**src/rtl/alu_pkg.sv**
```systemverilog
// Shared definitions for the pipelined ALU.
//   opcode_e : operation encodings. 4'b1010..4'b1111 have no entry and are illegal.
//   state_e  : control FSM states (IDLE, BUSY, DONE).
//   FLAG_*   : bit positions inside the 4-bit flags word {negative, zero, carry, error}.
package alu_pkg;

    typedef enum logic [3:0] {
        OP_ADD = 4'b0000,
        OP_SUB = 4'b0001,
        OP_MUL = 4'b0010,
        OP_MOD = 4'b0011,
        OP_AND = 4'b0100,
        OP_CAT = 4'b0101,
        OP_EQ  = 4'b0110,
        OP_GT  = 4'b0111,
        OP_SRL = 4'b1000,
        OP_SLL = 4'b1001
    } opcode_e;

    typedef enum logic [1:0] {
        S_IDLE = 2'd0,
        S_BUSY = 2'd1,
        S_DONE = 2'd2
    } state_e;

    localparam int FLAG_NEG   = 3;
    localparam int FLAG_ZERO  = 2;
    localparam int FLAG_CARRY = 1;
    localparam int FLAG_ERR   = 0;

endpackage

```
**src/rtl/alu_iter_unit.sv**
```systemverilog
// Iterative multiply / modulo engine: one bit per cycle, exactly N cycles.
//   clk, rst_n : clock, asynchronous active-low reset (clears busy and counter)
//   start      : load operands and begin (ignored while busy)
//   is_mod     : 1 = restoring division (remainder), 0 = shift-add multiply
//   a, b       : operands (a is multiplier / dividend, b is multiplicand / divisor)
//   done       : high during the last iteration cycle; res_lo/res_hi carry the
//                final value in that same cycle so the caller can register it
//   res_lo     : product low word, or remainder
//   res_hi     : product high word, or 0 for modulo
module alu_iter_unit import alu_pkg::*; #(
    parameter int N = 32
) (
    input  logic         clk,
    input  logic         rst_n,
    input  logic         start,
    input  logic         is_mod,
    input  logic [N-1:0] a,
    input  logic [N-1:0] b,
    output logic         done,
    output logic [N-1:0] res_lo,
    output logic [N-1:0] res_hi
);
    localparam int CW = $clog2(N);

    logic          busy;
    logic [CW-1:0] cnt;
    logic          mode_mod;
    logic [N-1:0]  acc;    // product high half / partial remainder
    logic [N-1:0]  lo;     // multiplier shifting out / dividend-to-quotient
    logic [N-1:0]  b_r;
    logic [N-1:0]  acc_nxt;
    logic [N-1:0]  lo_nxt;
    logic [N:0]    mul_sum;
    logic [N:0]    shifted;
    logic [N:0]    trial;

    always_ff @(posedge clk or negedge rst_n) begin
        if (!rst_n) begin
            busy <= 1'b0;
            cnt  <= '0;
        end else if (start && !busy) begin
            busy <= 1'b1;
            cnt  <= '0;
        end else if (busy) begin
            if (cnt == CW'(N - 1)) begin
                busy <= 1'b0;
                cnt  <= '0;
            end else begin
                cnt <= cnt + 1'b1;
            end
        end
    end

    always_ff @(posedge clk) begin
        if (start && !busy) begin
            acc      <= '0;
            lo       <= a;
            b_r      <= b;
            mode_mod <= is_mod;
        end else if (busy) begin
            acc <= acc_nxt;
            lo  <= lo_nxt;
        end
    end

    always_comb begin
        mul_sum = {1'b0, acc} + (lo[0] ? {1'b0, b_r} : '0);
        shifted = {acc, lo[N-1]};
        // Bit N of trial is the borrow: set when the shifted remainder is below the divisor.
        trial   = shifted - {1'b0, b_r};
        acc_nxt = mul_sum[N:1];
        lo_nxt  = {mul_sum[0], lo[N-1:1]};
        if (mode_mod) begin
            if (!trial[N]) begin
                acc_nxt = trial[N-1:0];
                lo_nxt  = {lo[N-2:0], 1'b1};
            end else begin
                acc_nxt = shifted[N-1:0];
                lo_nxt  = {lo[N-2:0], 1'b0};
            end
        end
    end

    assign done   = busy && (cnt == CW'(N - 1));
    assign res_lo = mode_mod ? acc_nxt : lo_nxt;
    assign res_hi = mode_mod ? '0 : acc_nxt;

endmodule

```
**src/rtl/pipelined_alu.sv**
```systemverilog
// Handshaked ALU with single-cycle and N-cycle (MUL/MOD) operations.
//   clk, rst_n           : clock, asynchronous active-low reset
//   in_valid / in_ready  : request handshake; opcode and operands taken on accept
//   opcode               : operation select (see alu_pkg::opcode_e)
//   operand_a, operand_b : unsigned operands
//   out_valid / out_ready: result handshake; outputs held while out_valid && !out_ready
//   result, result_hi    : low word, and high product word (0 unless MUL)
//   flags                : {negative, zero, carry, error}
module pipelined_alu import alu_pkg::*; #(
    parameter int N        = 32,
    parameter int ITER_MUL = 1
) (
    input  logic         clk,
    input  logic         rst_n,
    input  logic         in_valid,
    output logic         in_ready,
    input  logic [3:0]   opcode,
    input  logic [N-1:0] operand_a,
    input  logic [N-1:0] operand_b,
    output logic         out_valid,
    input  logic         out_ready,
    output logic [N-1:0] result,
    output logic [N-1:0] result_hi,
    output logic [3:0]   flags
);
    localparam int SW = $clog2(N);

    state_e         state, state_nxt;
    logic           accept;
    logic           op_is_iter;
    logic           iter_done;
    logic [N-1:0]   iter_lo, iter_hi;
    logic           mod_r, b_zero_r;
    logic [N-1:0]   a_r;
    logic [N-1:0]   alu_lo, alu_hi;
    logic           alu_carry, alu_err;
    logic [N:0]     add_w, sub_w;
    logic [2*N-1:0] prod_w;
    logic [SW-1:0]  shamt;

    function automatic logic [3:0] make_flags(input logic [N-1:0] r, input logic c, input logic e);
        logic [3:0] f;
        f             = '0;
        f[FLAG_NEG]   = r[N-1];
        f[FLAG_ZERO]  = (r == '0);
        f[FLAG_CARRY] = c;
        f[FLAG_ERR]   = e;
        return f;
    endfunction

    assign accept     = in_valid && in_ready;
    assign op_is_iter = (opcode == OP_MOD) || ((opcode == OP_MUL) && (ITER_MUL != 0));
    assign in_ready   = (state == S_IDLE) || ((state == S_DONE) && out_ready);
    assign out_valid  = (state == S_DONE);

    always_ff @(posedge clk or negedge rst_n) begin
        if (!rst_n) state <= S_IDLE;
        else        state <= state_nxt;
    end

    always_comb begin
        state_nxt = state;
        case (state)
            S_IDLE: if (in_valid) state_nxt = op_is_iter ? S_BUSY : S_DONE;
            S_BUSY: if (iter_done) state_nxt = S_DONE;
            S_DONE: if (out_ready) state_nxt = in_valid ? (op_is_iter ? S_BUSY : S_DONE) : S_IDLE;
            default: state_nxt = S_IDLE;
        endcase
    end

    alu_iter_unit #(.N(N)) u_iter (
        .clk    (clk),
        .rst_n  (rst_n),
        .start  (accept && op_is_iter),
        .is_mod (opcode == OP_MOD),
        .a      (operand_a),
        .b      (operand_b),
        .done   (iter_done),
        .res_lo (iter_lo),
        .res_hi (iter_hi)
    );

    // Single-cycle datapath, evaluated straight from the request inputs.
    always_comb begin
        add_w     = {1'b0, operand_a} + {1'b0, operand_b};
        sub_w     = {1'b0, operand_a} - {1'b0, operand_b};
        prod_w    = operand_a * operand_b;
        shamt     = operand_b[SW-1:0];
        alu_lo    = '0;
        alu_hi    = '0;
        alu_carry = 1'b0;
        alu_err   = 1'b0;
        case (opcode)
            OP_ADD: begin alu_lo = add_w[N-1:0]; alu_carry = add_w[N]; end
            OP_SUB: begin alu_lo = sub_w[N-1:0]; alu_carry = sub_w[N]; end
            OP_MUL: begin
                alu_lo    = prod_w[N-1:0];
                alu_hi    = prod_w[2*N-1:N];
                alu_carry = (prod_w[2*N-1:N] != '0);
            end
            OP_MOD: alu_lo = '0;
            OP_AND: alu_lo = operand_a & operand_b;
            OP_CAT: alu_lo = {operand_a[N/2-1:0], operand_b[N/2-1:0]};
            OP_EQ:  alu_lo = N'(operand_a == operand_b);
            OP_GT:  alu_lo = N'(operand_a > operand_b);
            OP_SRL: alu_lo = operand_a >> shamt;
            OP_SLL: alu_lo = operand_a << shamt;
            default: alu_err = 1'b1;
        endcase
    end

    // Request context needed when the iterative result comes back.
    always_ff @(posedge clk) begin
        if (accept) begin
            mod_r    <= (opcode == OP_MOD);
            b_zero_r <= (operand_b == '0);
            a_r      <= operand_a;
        end
    end

    always_ff @(posedge clk or negedge rst_n) begin
        if (!rst_n) begin
            result    <= '0;
            result_hi <= '0;
            flags     <= '0;
        end else if (accept && !op_is_iter) begin
            result    <= alu_lo;
            result_hi <= alu_hi;
            flags     <= make_flags(alu_lo, alu_carry, alu_err);
        end else if (iter_done) begin
            if (mod_r && b_zero_r) begin
                // Divide by zero: hand back the dividend and flag the error.
                result    <= a_r;
                result_hi <= '0;
                flags     <= make_flags(a_r, 1'b0, 1'b1);
            end else begin
                result    <= iter_lo;
                result_hi <= iter_hi;
                flags     <= make_flags(iter_lo, !mod_r && (iter_hi != '0), 1'b0);
            end
        end
    end

endmodule

```
**config.mk**
```make
export PLATFORM = sky130hd
export DESIGN_NAME = pipelined_alu
export DESIGN_NICKNAME = d
export VERILOG_FILES = /design/src/rtl/alu_pkg.sv /design/src/rtl/alu_iter_unit.sv /design/src/rtl/pipelined_alu.sv
export SDC_FILE = /design/constraint.sdc
export NUM_CORES = 2
export LEC_CHECK = 0
export BUFFER_PORTS_ARGS = -buffer_cell sky130_fd_sc_hd__buf_2
export CELL_PAD_IN_SITES_DETAIL_PLACEMENT = 1
export CELL_PAD_IN_SITES_GLOBAL_PLACEMENT = 1
export CORE_MARGIN = 2
export CORE_UTILIZATION = 45
export CTS_CLUSTER_DIAMETER = 100
export CTS_CLUSTER_SIZE = 24
export DETAILED_ROUTE_END_ITERATION = 12
export PLACE_DENSITY_LB_ADDON = 0.1
export SLEW_MARGIN = 20
export SYNTH_ARGS = -nofsm -noshare
export SYNTH_HDL_FRONTEND = slang
export SYNTH_SLANG_ARGS = --single-unit
export TNS_END_PERCENT = 100
```
**constraint.sdc**
```tcl
create_clock -name clk -period 11.2 [get_ports clk]
set_clock_uncertainty 0.1 [all_clocks]
set_input_delay 0.56 -clock clk [delete_from_list [all_inputs] [get_ports clk]]
set_output_delay 0.56 -clock clk [all_outputs]
set_load 0.01 [all_outputs]
```
==> results.txt <==
* Run status: complete, no violations
* Width of the chip: 291 um
* Synth Net Count: 5209
* Starting density of the core: 0.453
* Standard cell core area: 81700 um2
* Cells taking the most area after synthesis: sky130_fd_sc_hd__fa_1 24%, sky130_fd_sc_hd__ha_1 8.6%, sky130_fd_sc_hd__edfxtp_1 8.0%
* Worst min path class: in -> reg
- The count of nets left with antenna violations once routing finished came out at 0.
- Source of the worst hold timing path: operand_b[30]
- Final TNS setup: 0 ps
- For hold timing, the worst endpoint is u_iter.b_r[30]$_DFFE_PP_.
* Layout Cells excl Fill: 5374
- Worst endpoint data arrival time: ~9300 ps
- Ys async rst share: 0.364
- Layout area overhead: 4.11%
- The largest total area in the synthesized netlist belongs to sky130_fd_sc_hd__fa_1.
* Most used DFF post-synth: sky130_fd_sc_hd__edfxtp_1
- Length in cells of the worst reg-to-reg path: 16
* Unrepaired setup endpoints after global routing: no
- Final hold violation count: 0
* Min Clock Period, post-route: approximately 9000 ps
* Clk_lat worst skew: 520 ps
* Tot GR Track Use: 0.400
- Number of buffers added by the clock tree synthesis step: 13
* Final count of pins violating max slew: 0
* Cell count after synthesis: 4440
- Startpoint Class: input port
- Of all nets on the critical path, the largest fanout is 27.
- Number of hold buffers added after cts: 1
- Total Routed Length: 171 mm
- Overall via count from detail_route: 35600
- I/O pin count: 142
* Reg-to-Reg Start: u_iter.lo[31]$_DFFE_PP_
- Final RePlAce weighted congestion: ~1.0
- The finished cells cover ~39000 um2.
- Die Area: 84500 um2
- Highest-delay cell along the critical path: sky130_fd_sc_hd__buf_2
- Detailed-route vias per instance: 6.62
- Max-cap check violation count: 0
* Global-route wire length before repair: around 250 mm
- Number of design-rule violations left by the first detailed-router iteration: 3728
- For the worst setup path, the data required time is 11570 ps.
- The cell that appears most often on the critical path is sky130_fd_sc_hd__fa_1.
- The synthesized netlist contains 107 unique library cells.
- Library cell with the highest instance count after synthesis: sky130_fd_sc_hd__nand2_1
- Half-perimeter wire length of the detailed placement result: 133 mm
- Rel. slew slack: 0.167
* Port Buffers: 141
* CTS H-Tree Depth: 1
- In the finished design, the share of the clock period the worst path needs comes to 0.801.
- Netlist area before placement: 37000 um2
* Maximum number of pins on one net before global-route repair: approximately 120
* Slack of the worst reg-to-reg path: approximately 5200 ps
* Syn. warnings: 0
* Post-CTS resize count: 0
- Part of the Yosys area used for sequential elements: 0.148
- CP max stage delay: approximately 690 ps
* Critical Path Sink Type: flop
- Number of global-route vias before repair: 37100
- Fraction of post-synthesis cell area in the top cell type by area: 0.239
* Root buffer cell: sky130_fd_sc_hd__clkbuf_16
- Clock tree from TritonCTS: built
- Summed over all layers, the global routing overflow is 0.
* Nets@finish: 5060
- Setup violations remaining at the end of the flow were counted as 0.
- After synthesis the netlist holds a flip-flop and latch count of 206.
- DIE HEIGHT: 291 um
* Layout cells sized above 1: 0.0859
- Once the clock tree was built, the setup fixing pass inserted 0 buffers.
- Area of placed instances: 38100 um2
* Number of buffers between clock root and the deepest sink: 3
- Once placement completed, the tool counted placed cells totaling 5345.
- Leading post-synthesis cells by instance count: 729 x sky130_fd_sc_hd__nand2_1, 442 x sky130_fd_sc_hd__fa_1, 347 x sky130_fd_sc_hd__inv_1, 305 x sky130_fd_sc_hd__nor2_1, 295 x sky130_fd_sc_hd__clkbuf_1
- The synthesized design contains 99 enable-type register cells.
* Total iterations of the first detailed-routing run: 6
- At the pin with the least slew margin, the transition time is 1230 ps.
- Capture instance of the worst register-to-register path: flags[2]$_DFFE_PN0P_
- Maximum operating frequency: around 110 MHz
* Post-detailed-route wirelength per cell: about 32 um
- Std-Cell Rows: 105
* Clock transition time at the flip-flop clock pins of the worst setup and hold paths: about 100 ps
- The clock net in this run drives a total of 206 sinks.
- The critical path is of the in -> reg type.
- Initial antenna violation count: 9
- Remaining DRCs: 0
- Each instance of the synthesized netlist takes up on average 8.33 um2.
* WHS Path Cells: 1
-- per-layer routing --
metal | track usage | up-vias | part of all wire
li1 | - | 15000 | -
met1 | 0.519 | 18300 | 0.40
met2 | 0.645 | 1776 | 0.46
met3 | 0.0723 | 456 | 0.084
met4 | 0.193 | 6 | 0.056
met5 | 0 | - | 0.00024
-- layout by cell type, fill, tap and decap left out, types with 47 or more instances in the layout --
cell | Yosys | layout
sky130_fd_sc_hd__buf_4 | 6 | 81
sky130_fd_sc_hd__nand2_1 | 729 | 727
sky130_fd_sc_hd__and2_1 | 81 | 81
sky130_fd_sc_hd__a31oi_1 | 47 | 47
sky130_fd_sc_hd__a21oi_1 | 244 | 244
sky130_fd_sc_hd__nand3_1 | 70 | 70
sky130_fd_sc_hd__nor3_1 | 67 | 65
sky130_fd_sc_hd__inv_1 | 347 | 347
sky130_fd_sc_hd__dfrtp_1 | 75 | 74
sky130_fd_sc_hd__mux2i_1 | 80 | 80
sky130_fd_sc_hd__a21o_1 | 50 | 50
sky130_fd_sc_hd__buf_2 | 26 | 137
sky130_fd_sc_hd__o21ai_0 | 252 | 252
sky130_fd_sc_hd__edfxtp_1 | 99 | 99
sky130_fd_sc_hd__nor2_1 | 305 | 304
sky130_fd_sc_hd__ha_1 | 255 | 255
sky130_fd_sc_hd__nor2b_1 | 48 | 48
sky130_fd_sc_hd__a211oi_1 | 71 | 71
sky130_fd_sc_hd__fa_1 | 442 | 442
-- worst max path at each step --
stage / from / endpoint / slack (ps) / cells after the start
after CTS: operand_b[4] / flags[2]$_DFFE_PN0P_ / 2460 / 27
after global placement: operand_b[4] / flags[2]$_DFFE_PN0P_ / 1570 / 26
after floorplan: operand_b[2] / flags[2]$_DFFE_PN0P_ / 2470 / 29
final: operand_b[4] / flags[2]$_DFFE_PN0P_ / 2230 / 27
after detailed placement: operand_b[4] / flags[2]$_DFFE_PN0P_ / 1960 / 27
after global routing: operand_b[4] / flags[2]$_DFFE_PN0P_ / 2060 / 27
-- critical path: cells and delay by family --
family | cells | cell delay (ps)
AND/OR/NAND/NOR | 7 | 1730
AO/OA/AOI/OAI | 4 | 1470
adder cells (fa/ha/maj) | 10 | 4320
buffers and inverters | 5 | 1010
XOR/XNOR | 1 | 200
-- flip-flops by register name, summed over array words and instances (netlist names), 2 cells and up --
name	cells
u_iter.b_r	32
u_iter.cnt	5
state	2
flags	3
u_iter.lo	32
u_iter.acc	32
a_r	32
result	32
result_hi	32
-- metrics by stage --
step,setup WS (ps),hold WS (ps),util
after floorplan,2470,164,-
after global placement,1570,356,0.466
after detailed placement,1960,373,0.466
after CTS,2460,247,0.471
after global routing,2060,241,0.471
final,2230,246,0.471
-- cells by family (layout without fill, tap and decap cells) --
group                    Yosys count  count (layout)  share of synthesized area
AO/OA/AOI/OAI                   1052            1052                      0.188
XOR/XNOR                          76              76                     0.0180
adder cells (fa/ha/maj)          697             697                      0.325
buffers and inverters            739             596                     0.0809
flip-flops                       206             206                      0.148
multiplexers                     147             147                     0.0519
other                              0               7                          0
AND/OR/NAND/NOR                 1523            1523                      0.188
-- layout make-up --
| cell class | instances | area [um2] |
|---|---|---|
| flip-flops and latches | 206 | 5490 |
| well taps | 1070 | 1340 |
| diodes | 7 | 17.5 |
| clock buffers | 18 | 344 |
| clock inverters | 3 | 45.0 |
| fillers | 9732 | 43200 |
| inverters | 354 | 1330 |
| multi-input cells | 3495 | 28600 |
| repair buffers | 221 | 1340 |
Power is not shown: default switching activity piles up to over one toggle a cycle in this logic, so the estimate is an artifact.
